## src/rtl/meter_monitor.sv

```systemverilog
// rtl/meter_monitor.sv - periodic meter sampler with power, peak and debounced alarm tracking
module meter_monitor #(
    parameter int SAMPLE_PERIOD = 500000,
    parameter int OV_LIMIT      = 3500,
    parameter int OC_LIMIT      = 3000,
    parameter int TRIP_COUNT    = 3,
    parameter int ACK_TIMEOUT   = 8
) (
    input  logic        clk,
    input  logic        rst,
    input  logic        enable,
    output logic        meter_start,
    input  logic        meter_busy,
    input  logic [11:0] meter_data_v,
    input  logic [11:0] meter_data_i,
    output logic        sample_valid,
    output logic [11:0] volt,
    output logic [11:0] curr,
    output logic [23:0] power,
    output logic [11:0] v_peak,
    output logic [11:0] i_peak,
    input  logic        clear_peaks,
    output logic        ov_alarm,
    output logic        oc_alarm,
    output logic        overrun,
    output logic        meter_fault,
    input  logic        clear_alarm,
    output logic [15:0] sample_count
);
    localparam int PW = $clog2(SAMPLE_PERIOD);
    localparam int AW = $clog2(ACK_TIMEOUT + 1);

    localparam logic [2:0] S_IDLE      = 3'd0;
    localparam logic [2:0] S_START     = 3'd1;
    localparam logic [2:0] S_WAIT_ACK  = 3'd2;
    localparam logic [2:0] S_WAIT_DONE = 3'd3;
    localparam logic [2:0] S_CAPTURE   = 3'd4;
    localparam logic [2:0] S_UPDATE    = 3'd5;

    logic [2:0]    state;
    logic [PW-1:0] per_cnt;
    logic          tick;
    logic [AW-1:0] ack_cnt;
    logic [11:0]   cap_v;
    logic [11:0]   cap_i;
    logic [3:0]    trip_v;
    logic [3:0]    trip_i;
    logic [3:0]    trip_v_nxt;
    logic [3:0]    trip_i_nxt;
    logic          commit;

    assign tick         = enable && (per_cnt == PW'(SAMPLE_PERIOD - 1));
    // Results are committed on the edge entering UPDATE so they are valid alongside sample_valid.
    assign commit       = (state == S_CAPTURE);
    assign meter_start  = (state == S_START);
    assign sample_valid = (state == S_UPDATE);

    always_comb begin
        trip_v_nxt = 4'd0;
        trip_i_nxt = 4'd0;
        if (cap_v > 12'(OV_LIMIT))
            trip_v_nxt = (trip_v == 4'(TRIP_COUNT)) ? trip_v : trip_v + 4'd1;
        if (cap_i > 12'(OC_LIMIT))
            trip_i_nxt = (trip_i == 4'(TRIP_COUNT)) ? trip_i : trip_i + 4'd1;
    end

    always_ff @(posedge clk or posedge rst) begin
        if (rst)
            per_cnt <= '0;
        else if (!enable || tick)
            per_cnt <= '0;
        else
            per_cnt <= per_cnt + 1'b1;
    end

    always_ff @(posedge clk or posedge rst) begin
        if (rst) begin
            state       <= S_IDLE;
            ack_cnt     <= '0;
            cap_v       <= '0;
            cap_i       <= '0;
            overrun     <= 1'b0;
            meter_fault <= 1'b0;
        end else begin
            if (clear_alarm) begin
                overrun     <= 1'b0;
                meter_fault <= 1'b0;
            end
            if (tick && state != S_IDLE)
                overrun <= 1'b1;
            case (state)
                S_IDLE:      if (tick) state <= S_START;
                S_START: begin
                    ack_cnt <= '0;
                    state   <= S_WAIT_ACK;
                end
                S_WAIT_ACK: begin
                    if (meter_busy) begin
                        state <= S_WAIT_DONE;
                    end else if (ack_cnt == AW'(ACK_TIMEOUT - 1)) begin
                        meter_fault <= 1'b1;
                        state       <= S_IDLE;
                    end else begin
                        ack_cnt <= ack_cnt + 1'b1;
                    end
                end
                S_WAIT_DONE: begin
                    if (!meter_busy) begin
                        cap_v <= meter_data_v;
                        cap_i <= meter_data_i;
                        state <= S_CAPTURE;
                    end
                end
                S_CAPTURE:   state <= S_UPDATE;
                S_UPDATE:    state <= S_IDLE;
                default:     state <= S_IDLE;
            endcase
        end
    end

    always_ff @(posedge clk or posedge rst) begin
        if (rst) begin
            volt         <= '0;
            curr         <= '0;
            power        <= '0;
            v_peak       <= '0;
            i_peak       <= '0;
            sample_count <= '0;
            trip_v       <= '0;
            trip_i       <= '0;
            ov_alarm     <= 1'b0;
            oc_alarm     <= 1'b0;
        end else if (commit) begin
            volt         <= cap_v;
            curr         <= cap_i;
            power        <= 24'(cap_v) * 24'(cap_i);
            sample_count <= sample_count + 16'd1;
            v_peak       <= (clear_peaks || cap_v > v_peak) ? cap_v : v_peak;
            i_peak       <= (clear_peaks || cap_i > i_peak) ? cap_i : i_peak;
            // A trip on this sample wins over a simultaneous clear; counters still restart.
            trip_v       <= clear_alarm ? 4'd0 : trip_v_nxt;
            trip_i       <= clear_alarm ? 4'd0 : trip_i_nxt;
            ov_alarm     <= (trip_v_nxt == 4'(TRIP_COUNT)) || (ov_alarm && !clear_alarm);
            oc_alarm     <= (trip_i_nxt == 4'(TRIP_COUNT)) || (oc_alarm && !clear_alarm);
        end else begin
            if (clear_peaks) begin
                v_peak <= '0;
                i_peak <= '0;
            end
            if (clear_alarm) begin
                trip_v   <= '0;
                trip_i   <= '0;
                ov_alarm <= 1'b0;
                oc_alarm <= 1'b0;
            end
        end
    end
endmodule
```

## config.mk

```make
export PLATFORM = sky130hd
export DESIGN_NAME = meter_monitor
export DESIGN_NICKNAME = d
export VERILOG_FILES = /design/src/rtl/meter_monitor.sv
export SDC_FILE = /design/constraint.sdc
export NUM_CORES = 1
export LEC_CHECK = 0
export CORE_MARGIN = 2
export CORE_UTILIZATION = 64
export CTS_BUF_LIST = sky130_fd_sc_hd__clkbuf_8
export DETAILED_ROUTE_END_ITERATION = 16
export HOLD_SLACK_MARGIN = 0.06
export PLACE_DENSITY = 0.89
export SETUP_SLACK_MARGIN = 0.02
export SKIP_CTS_REPAIR_TIMING = 1
export SLEW_MARGIN = 20
export SYNTH_ARGS = -nofsm -noshare
export SYNTH_HDL_FRONTEND = slang
export SYNTH_SLANG_ARGS = --single-unit
```

## constraint.sdc

```tcl
create_clock -name clk -period 11.5 [get_ports clk]
set_clock_uncertainty 0.05 [all_clocks]
set_input_delay 2.3 -clock clk [delete_from_list [all_inputs] [get_ports clk]]
set_output_delay 2.3 -clock clk [all_outputs]
set_load 0.005 [all_outputs]
```

==> results.yml, run 1 <==
sta:
  clock.fmax_mhz: 181
  tns_ps: 0
  min_period_ps: 5530
  final_hold_viol_count: 0
  worst_pin_slew_ps: 1020
  drv_slew: 0
  holdWs_ps: 429
  rsz0062_at_grt: "false"
  finalCritPeriodShare: 0.481
  relSlewSlack: 0.315
  setup_viol: 0
global_route:
  grt_pass1_wl_um: 45600
  grt_max_degree: 96
  grt_pass1_vias: 9342
  grt_overflow_total: 0
  grt_usage: 0.292
  antenna_found_initial: 1
run_status:
  outcome: "complete, no violations"
worst_hold_path:
  hp-class: "reg -> reg"
  min_path_cells: 2
finish:
  postLayoutCoreUtil: 0.751
  seqCellArea_mm2: 0.00375
  nets: 1517
  fillerInstances: 1220
  layout-drive-gt1-share: 0.0681
  n_antenna_cell: 0
  multiInputGateArea_mm2: 0.00711
  area_growth_pct: 15.2
route:
  drc: 0
  routedWlPerCell_um: 17.6
  dr.pass1.iters: 5
  routed_wl_um: 27000
  antenna_left: 0
  viasPerCell: 5.78
  route.vias.total: 8874
  dr.first_iter.drc_count: 624
synthesis:
  syn_avg_cell_area_um2: 9.75
  synth_edf_count: 0
  syn_inst: 1198
  synth.cell_area_mm2: 0.0117
  ys_seq_area_frac: 0.322
  netlist-cell-type-count: 57
  ys.flop_type: "dfrtp_1"
  ys_ff_latch: 150
  async_flop_share: 1.00
  yosysWarnings: 0
  syn_nets: 1419
cts:
  numCtsBuffers: 17
  clkTransAtPathRegs_ps: 80
  root_buffer: "clkbuf_8"
  clock_latency_ps: 460
  cts_buffer_depth: 2
  cts_tree: "built"
  cts.htree.levels: 4
  cts_sinks: 150
placed_design:
  place.gp.congestion: 0.901
  dpl.hpwl_um: 20100
  port_buffers: 123
power_and_ir_drop:
  ir_worst_vdd_mv: 0.192
  power.density_mw_per_mm2: 243
  p_leak_nw: 6.77
floorplan:
  dieArea_mm2: 0.0193
  ios: 124
  die_h_um: 139
  rows: 49
  die_x_um: 139
  core_region_area_mm2: 0.0179
  initial_utilization: 0.652
worst_setup_path:
  cp.depth: 16
  ff2ff_path_depth: 16
  worstPathMaxFanout: 16
  crit_path_top_delay_cell: "dfrtp_1"
  start_kind: "flop"
  critPathRequiredTime_ps: 11790
  worstPathArrival_ps: 5820
  critPathCaptureType: "flop"
  critPathTopFamily: "adder cells"
  worstSetupPathType: "reg -> reg"
  slowest_delay_ps: 680
  critPathBufInv: 3
  crit_top_cell: "fa_1"
  crit_chain: "nand2_1 -> fa_1 -> fa_1 -> inv_1 -> fa_1 -> fa_1 -> inv_1 -> fa_1 -> inv_1 -> ha_1 -> and3_1 -> and3_1 -> o211ai_1 -> a31oi_1 -> or3_1 -> a31o_2"
run:
  maxCapViolCount: 0
cell type report:
cell class | instances | area share
Clock buffer | 19 | 0.0195
Sequential cell | 150 | 0.279
Tap cell | 229 | 0.0213
Clock inverter | 11 | 0.0111
Timing Repair Buffer | 127 | 0.0938
Inverter | 164 | 0.0462
Multi-Input combinational cell | 836 | 0.529
sequential cells by signal, summed over array words and instances (netlist names), 4 cells and up:
signal,flops
v_peak,12
trip_v,4
sample_count,16
cap_i,12
per_cnt,19
ack_cnt,4
trip_i,4
power,24
volt,12
curr,12
cap_v,12
i_peak,12
cells in the final DEF, fill, tap and decap left out, types with 10 or more instances in the layout:
master,instances
inv_1,165
clkbuf_8,19
mux2_2,34
xor2_1,21
ha_1,91
nor2b_1,10
and2_1,79
a21o_1,31
nand2b_1,13
dfrtp_1,150
and3_1,11
nand4_1,16
mux2_4,10
nor2_1,45
fa_1,100
nand3_1,16
nand2_1,165
clkdlybuf4s50_1,123
o21ai_0,38
a21oi_1,39
xnor2_1,24
path summary, 6_finish.rpt:
path / to / slack [ps] / start
max: power[22] / 5970 / cap_i[11]
min: power[16] / 430 / power[16]
max reg2reg: power[22] / 5970 / cap_i[11]
min reg2reg: power[16] / 430 / power[16]
max in group asynchronous: cap_i[3] / 7800 / rst
min in group asynchronous: ack_cnt[1] / 2350 / rst
worst min-delay path, stage by stage, from the launching register on:
cell,delay (ps)
dfrtp_1,340
nand2_1,40
o21ai_0,60
cells in the mapped netlist (3+ instances only):
cell type,number,area (µm²)
nand3_1,16,80.1
nand2b_1,13,81.3
mux2_4,10,150
o21a_1,5,37.5
and4_1,4,35.0
buf_2,9,45.0
a21oi_1,39,195
nand4_1,16,100
o211ai_1,6,45.0
mux2_2,34,383
fa_1,100,2000
xor2_1,21,184
nand2_1,166,623
a21o_1,31,233
nor2b_1,10,62.6
o41ai_1,3,26.3
clkbuf_1,38,143
o21ai_0,38,190
inv_1,164,616
nor3b_1,3,22.5
xnor2_1,24,210
nor4_1,3,18.8
mux2i_1,6,60.1
a31oi_1,8,50.1
or3_1,6,37.5
o311ai_0,3,26.3
o31ai_1,8,60.1
dfrtp_1,150,3750
and3_1,11,68.8
nor3_1,9,45.0
and2_1,79,494
ha_1,91,1140
nor2_1,45,169
per-stage QoR:
stage / instances / instance area, µm² / total power [mW] / worst slack [ps]
2_1_floorplan: 1198 / 11700 / 2.23 / 5110
3_3_place_gp: 1506 / 13000 / 2.74 / 6170
3_5_place_dp: 1506 / 13000 / 2.81 / 6040
4_1_cts: 1536 / 13400 / 3.27 / 6000
5_1_grt: 1536 / 13400 / 3.59 / 5660
6_report: 1536 / 13400 / 3.27 / 5970
logic make-up (layout without fill, tap and decap cells):
kind of cell,after synthesis,after routing,synth area share
buf+inv,212,321,0.0705
xor+xnor,45,45,0.0338
fa+ha+maj,191,191,0.269
simple gates,391,391,0.165
mux,50,50,0.0508
flops,150,150,0.322
compound gates,159,159,0.0891
layer usage:
layer	track usage	vias up	part of all wire
li1	-	4090	-
met5	0	-	0.00041
met3	0.0642	55	0.068
met1	0.393	4395	0.44
met2	0.477	332	0.47
met4	0.0930	2	0.022
power breakdown:
| part | internal (mW) | leakage (nW) | switching, mW |
|---|---|---|---|
| Clock | 0.225 | 0.212 | 0.210 |
| Sequential | 0.638 | 2.03 | 0.242 |
| Combinational | 0.878 | 4.52 | 1.07 |
No activity file was read; power rests on OpenSTA's default activity.
==> inputs of run 2 (changes only) <==
--- a/config.mk
+++ b/config.mk
@@ -6,11 +6,11 @@
 export NUM_CORES = 1
 export LEC_CHECK = 0
 export CORE_MARGIN = 2
-export CORE_UTILIZATION = 64
+export CORE_UTILIZATION = 60
 export CTS_BUF_LIST = sky130_fd_sc_hd__clkbuf_8
 export DETAILED_ROUTE_END_ITERATION = 16
 export HOLD_SLACK_MARGIN = 0.06
-export PLACE_DENSITY = 0.89
+export PLACE_DENSITY = 0.84
 export SETUP_SLACK_MARGIN = 0.02
 export SKIP_CTS_REPAIR_TIMING = 1
 export SLEW_MARGIN = 20
==> constraint.sdc (replaced) <==
create_clock -name clk -period 5.62 [get_ports clk]
set_clock_uncertainty 0.05 [all_clocks]
set_input_delay 1.124 -clock clk [delete_from_list [all_inputs] [get_ports clk]]
set_output_delay 1.124 -clock clk [all_outputs]
set_load 0.005 [all_outputs]
==> run 2 against run 1 <==
  * Final area grew 1.2%
  * Utilization shrank 4.5 points
  * Die area increased by 6.5%
  * Sequential power rose by 90%
  * Clock power grew 94%
  * Critical path depth rose by 1
  * Global-route usage fell by 1.5 points
  * Worst setup slack lost 5700 ps
  * Sequential share of layout area down 0.30 points
  * Non-clock buffer count rose by 19
==> results.yml, run 2 (synthesis results as in run 1) <==
run_status:
  outcome: "complete, no violations"
route:
  drc: 0
  route.vias.total: 8860
  dr.pass1.iters: 5
  antenna_left: 0
  dr.first_iter.drc_count: 494
  viasPerCell: 5.57
  routed_wl_um: 27000
  routedWlPerCell_um: 17.0
worst_setup_path:
  endpoint: "power[22]"
  worstPathMaxFanout: 12
  worstSetupPathType: "reg -> reg"
  critPathCaptureType: "flop"
  ff2ff_path_depth: 17
  reg2reg_to: "power[22]"
  startpoint: "cap_v[5]"
  timing.rr.start: "cap_v[5]"
  crit_path_top_delay_cell: "dfrtp_1"
  start_kind: "flop"
  crit_top_cell: "fa_1"
  crit_chain: "and2_1 -> fa_1 -> inv_1 -> fa_1 -> inv_1 -> fa_1 -> fa_1 -> inv_1 -> fa_1 -> inv_1 -> ha_1 -> and3_1 -> and3_1 -> o211ai_1 -> a31oi_1 -> or3_1 -> a31o_2"
  critPathRequiredTime_ps: 5920
  worstPathArrival_ps: 5630
  slowest_delay_ps: 540
  r2r_slack_ps: 290
floorplan:
  die_h_um: 143
  rows: 51
  dieArea_mm2: 0.0206
  core_region_area_mm2: 0.0193
  initial_utilization: 0.606
  ios: 124
  die_x_um: 143
finish:
  largest_reg_flops: 24
  postLayoutCoreUtil: 0.706
  finalNonFillerCells: 1592
  final_cell_area_mm2: 0.0136
  nets: 1536
  largest_register: "power"
  final_cell_mix: "165 x inv_1, 165 x nand2_1, 146 x dfrtp_1"
  layout-drive-gt1-share: 0.0852
  n_antenna_cell: 0
  area_growth_pct: 16.6
  largest_registers: "power (24), per_cnt (19), sample_count (16)"
global_route:
  grt_pass1_vias: 9138
  antenna_found_initial: 0
  grt_usage: 0.276
  grt_overflow_total: 0
  grt_pass1_wl_um: 45000
  grt_max_degree: 74
sta:
  final_hold_viol_count: 0
  relSlewSlack: 0.321
  tns_ps: 0
  holdWs_ps: 417
  worst_pin_slew_ps: 1010
  clock.fmax_mhz: 187
  drv_slew: 0
  rsz0062_at_grt: "false"
  finalCritPeriodShare: 0.949
  setup_viol: 0
  min_period_ps: 5330
  finalWorstSetupSlack_ps: 286
run:
  maxCapViolCount: 0
placed_design:
  place_ws_ps: 264
  port_buffers: 123
  placed_cells_incl_taps: 1561
  dpl.hpwl_um: 20700
  post_dp_cell_area_mm2: 0.0132
  place.gp.congestion: 0.920
worst_hold_path:
  hp-class: "reg -> reg"
  worstHoldStart: "sample_count[15]"
power_and_ir_drop:
  switchingPower_mw: 3.22
  total_power_mw: 6.81
  p_seq_frac: 0.245
  p_int_mw: 3.59
  power.share.clock: 0.124
  netSwitchingFraction: 0.473
  combPwrFrac: 0.630
  p_leak_nw: 6.85
  ir_worst_vdd_mv: 0.371
  power.density_mw_per_mm2: 500
cts:
  cts_tree: "built"
  cts_sinks: 150
  cts.htree.levels: 4
  clock_latency_ps: 460
  root_buffer: "clkbuf_8"
  numCtsBuffers: 17
  clkTransAtPathRegs_ps: 90
  cts_buffer_depth: 2
run 2: power groups by stage:
stage                     logic (mW)  registers [mW]  clock network (mW)
after global routing            4.86            1.71               0.902
after floorplan                 3.06            1.51                   0
after detailed placement        4.25            1.68                   0
final                           4.29            1.67               0.847
after global placement          4.08            1.67                   0
after CTS                       4.29            1.66               0.856
run 2: worst min-delay path by stage:
stage                  endpoint  slack (ps)  depth (start not counted)
3_3_place_gp   sample_count[15]         410                          1
5_1_grt                 volt[7]         450                          1
6_report       sample_count[15]         420                          1
3_5_place_dp   sample_count[15]         410                          1
4_1_cts        sample_count[15]         420                          1
2_1_floorplan        per_cnt[0]         400                          1
run 2: layer usage:
metal  vias up  GRT usage  part of all wire
li1       4120          -                 -
met1      4405      0.375              0.44
met2       292      0.450              0.48
met3        43     0.0550             0.062
met4         0     0.0888             0.020
met5         -          0                 0
run 2: layout make-up:
cell class | instances | area, µm²
multi-input combinational | 836 | 7110
fill | 1457 | 5660
sequential | 150 | 3760
timing repair buffer | 146 | 1400
inverter | 164 | 621
tap | 265 | 332
clock buffer | 17 | 234
clock inverter | 14 | 149
run 2: critical path: cells and delay by family (launching register included):
family / cells / cell delay [ps]
AOI/OAI and AO/OA: 3 / 540
buffers and inverters: 4 / 190
and+or+nand+nor: 4 / 1010
DFF: 1 / 540
adders and majority gates: 6 / 2890
==> inputs of run 3 (changes only) <==
--- a/config.mk
+++ b/config.mk
@@ -7,7 +7,7 @@
 export LEC_CHECK = 0
 export CORE_MARGIN = 2
 export CORE_UTILIZATION = 60
-export CTS_BUF_LIST = sky130_fd_sc_hd__clkbuf_8
+export CTS_BUF_LIST = sky130_fd_sc_hd__clkbuf_2 sky130_fd_sc_hd__clkbuf_4 sky130_fd_sc_hd__clkbuf_8
 export DETAILED_ROUTE_END_ITERATION = 16
 export HOLD_SLACK_MARGIN = 0.06
 export PLACE_DENSITY = 0.84
==> run 3 against run 2 <==
  * Non-clock buffer count is the same
  * Via count is essentially flat
  * Power grew 0.16%
  * Register-to-register slack is essentially flat
  * Utilization is essentially flat
  * Final cell count is the same
  * Critical endpoint unchanged
  * Global-route usage is essentially flat
  * Critical path depth is the same
  * Flip-flop and latch count is the same
  * Combinational power is essentially flat
  * Die area is the same
  * Sequential share of layout area is essentially flat
==> results.yml, run 3 (synthesis results as in run 1) <==
finish:
  final_cell_area_mm2: 0.0136
  area_growth_pct: 16.6
  layout-drive-gt1-share: 0.0867
  final_cell_mix: "165 x nand2_1, 163 x inv_1, 146 x dfrtp_1"
  largest_registers: "power (24), per_cnt (19), sample_count (16)"
  largest_reg_flops: 24
  n_antenna_cell: 0
  nets: 1536
  finalNonFillerCells: 1592
  layout_commonest_cell: "nand2_1"
  largest_register: "power"
route:
  viasPerCell: 5.57
  dr.pass1.iters: 5
  dr.first_iter.drc_count: 536
  antenna_left: 0
  routedWlPerCell_um: 16.9
  routed_wl_um: 27000
  drc: 0
  route.vias.total: 8864
global_route:
  grt_overflow_total: 0
  grt_max_degree: 74
  grt_pass1_wl_um: 45100
  grt_usage: 0.277
  antenna_found_initial: 0
  grt_pass1_vias: 9150
worst_setup_path:
  slowest_delay_ps: 540
  start_kind: "flop"
  reg2reg_to: "power[22]"
  crit_top_cell: "fa_1"
  worstPathMaxFanout: 12
  critPathBufInv: 4
  worstPathArrival_ps: 5620
  ff2ff_path_depth: 17
  critPathTopFamily: "adder cells"
  worstSetupPathType: "reg -> reg"
  timing.rr.start: "cap_v[5]"
  critPathCaptureType: "flop"
  crit_path_top_delay_cell: "fa_1"
  critPathRequiredTime_ps: 5920
  r2r_slack_ps: 300
  crit_chain: "and2_1 -> fa_1 -> inv_1 -> fa_1 -> inv_1 -> fa_1 -> fa_1 -> inv_1 -> fa_1 -> inv_1 -> ha_1 -> and3_1 -> and3_1 -> o211ai_1 -> a31oi_1 -> or3_1 -> a31o_2"
floorplan:
  dieArea_mm2: 0.0206
  ios: 124
  die_x_um: 143
  rows: 51
  core_region_area_mm2: 0.0193
  initial_utilization: 0.606
  die_h_um: 143
placed_design:
  dpl.hpwl_um: 20700
  port_buffers: 123
  placed_cells_incl_taps: 1561
  place.gp.congestion: 0.920
  post_dp_cell_area_mm2: 0.0132
sta:
  finalCritPeriodShare: 0.947
  worst_pin_slew_ps: 1020
  rsz0062_at_grt: "false"
  tns_ps: 0
  final_hold_viol_count: 0
  clock.fmax_mhz: 188
  relSlewSlack: 0.317
  drv_slew: 0
  min_period_ps: 5320
  holdWs_ps: 417
  setup_viol: 0
cts:
  cts.htree.levels: 4
  cts_tree: "built"
  numCtsBuffers: 17
  root_buffer: "clkbuf_8"
  cts_sinks: 150
  clkTransAtPathRegs_ps: 90
  cts_buffer_depth: 2
  clock_latency_ps: 460
run:
  maxCapViolCount: 0
worst_hold_path:
  min_to: "sample_count[15]"
  min_path_cells: 1
  hp-class: "reg -> reg"
  worstHoldStart: "sample_count[15]"
power_and_ir_drop:
  power.density_mw_per_mm2: 501
  ir_worst_vdd_mv: 0.371
  p_leak_nw: 6.85
run_status:
  outcome: "complete, no violations"
==> run 3: cell count changes in the layout (fill, tap and decap cells not counted), sizes merged <==
cell,previous run,this run
clkbuf,17,19
inv,171,169
==> run 3: worst reg2reg max path, delay by kind of cell (launching register included) <==
family                   cells  cell delay [ps]
buffers and inverters        4              190
adder cells (fa/ha/maj)      6             2890
flip-flops                   1              530
AND/OR/NAND/NOR              4             1010
AO/OA/AOI/OAI                3              540
==> run 3: worst max path at each step <==
| stage | cells after the start | end | startpoint |
|---|---|---|---|
| finish | 17 | power[22] | cap_v[5] |
| global route | 16 | power[22] | cap_v[8] |
| CTS | 16 | power[22] | cap_v[6] |
| detailed placement | 16 | power[22] | cap_i[4] |
| global placement | 16 | power[22] | cap_i[5] |
| floorplan | 18 | power[22] | cap_v[3] |
==> run 3: cell type report <==
class / count / area (µm²)
clock buffer: 19 / 249
clock inverter: 12 / 141
fill: 1453 / 5650
inverter: 164 / 621
multi-input combinational: 836 / 7110
sequential: 150 / 3760
tap: 265 / 332
timing repair buffer: 146 / 1400
==> run 3: power by group <==
group / total [mW] / switching (mW) / internal [mW]
combinational: 4.29 / 2.41 / 1.88
sequential: 1.67 / 0.357 / 1.31
clock: 0.858 / 0.448 / 0.410
==> run 3: stage by stage <==
step,setup slack [ps],util,power (mW)
floorplan,397,-,4.57
global placement,366,0.686,5.76
detailed placement,264,0.686,5.94
CTS,268,0.706,6.83
global route,37.1,0.707,7.49
finish,298,0.707,6.82
==> run 3: routing by layer <==
layer | routed length [µm] | share of wire | global-route usage
met1 | 11900 | 0.44 | 0.376
met2 | 12800 | 0.47 | 0.451
met3 | 1700 | 0.063 | 0.0550
met4 | 506 | 0.019 | 0.0888
met5 | 0 | 0 | 0
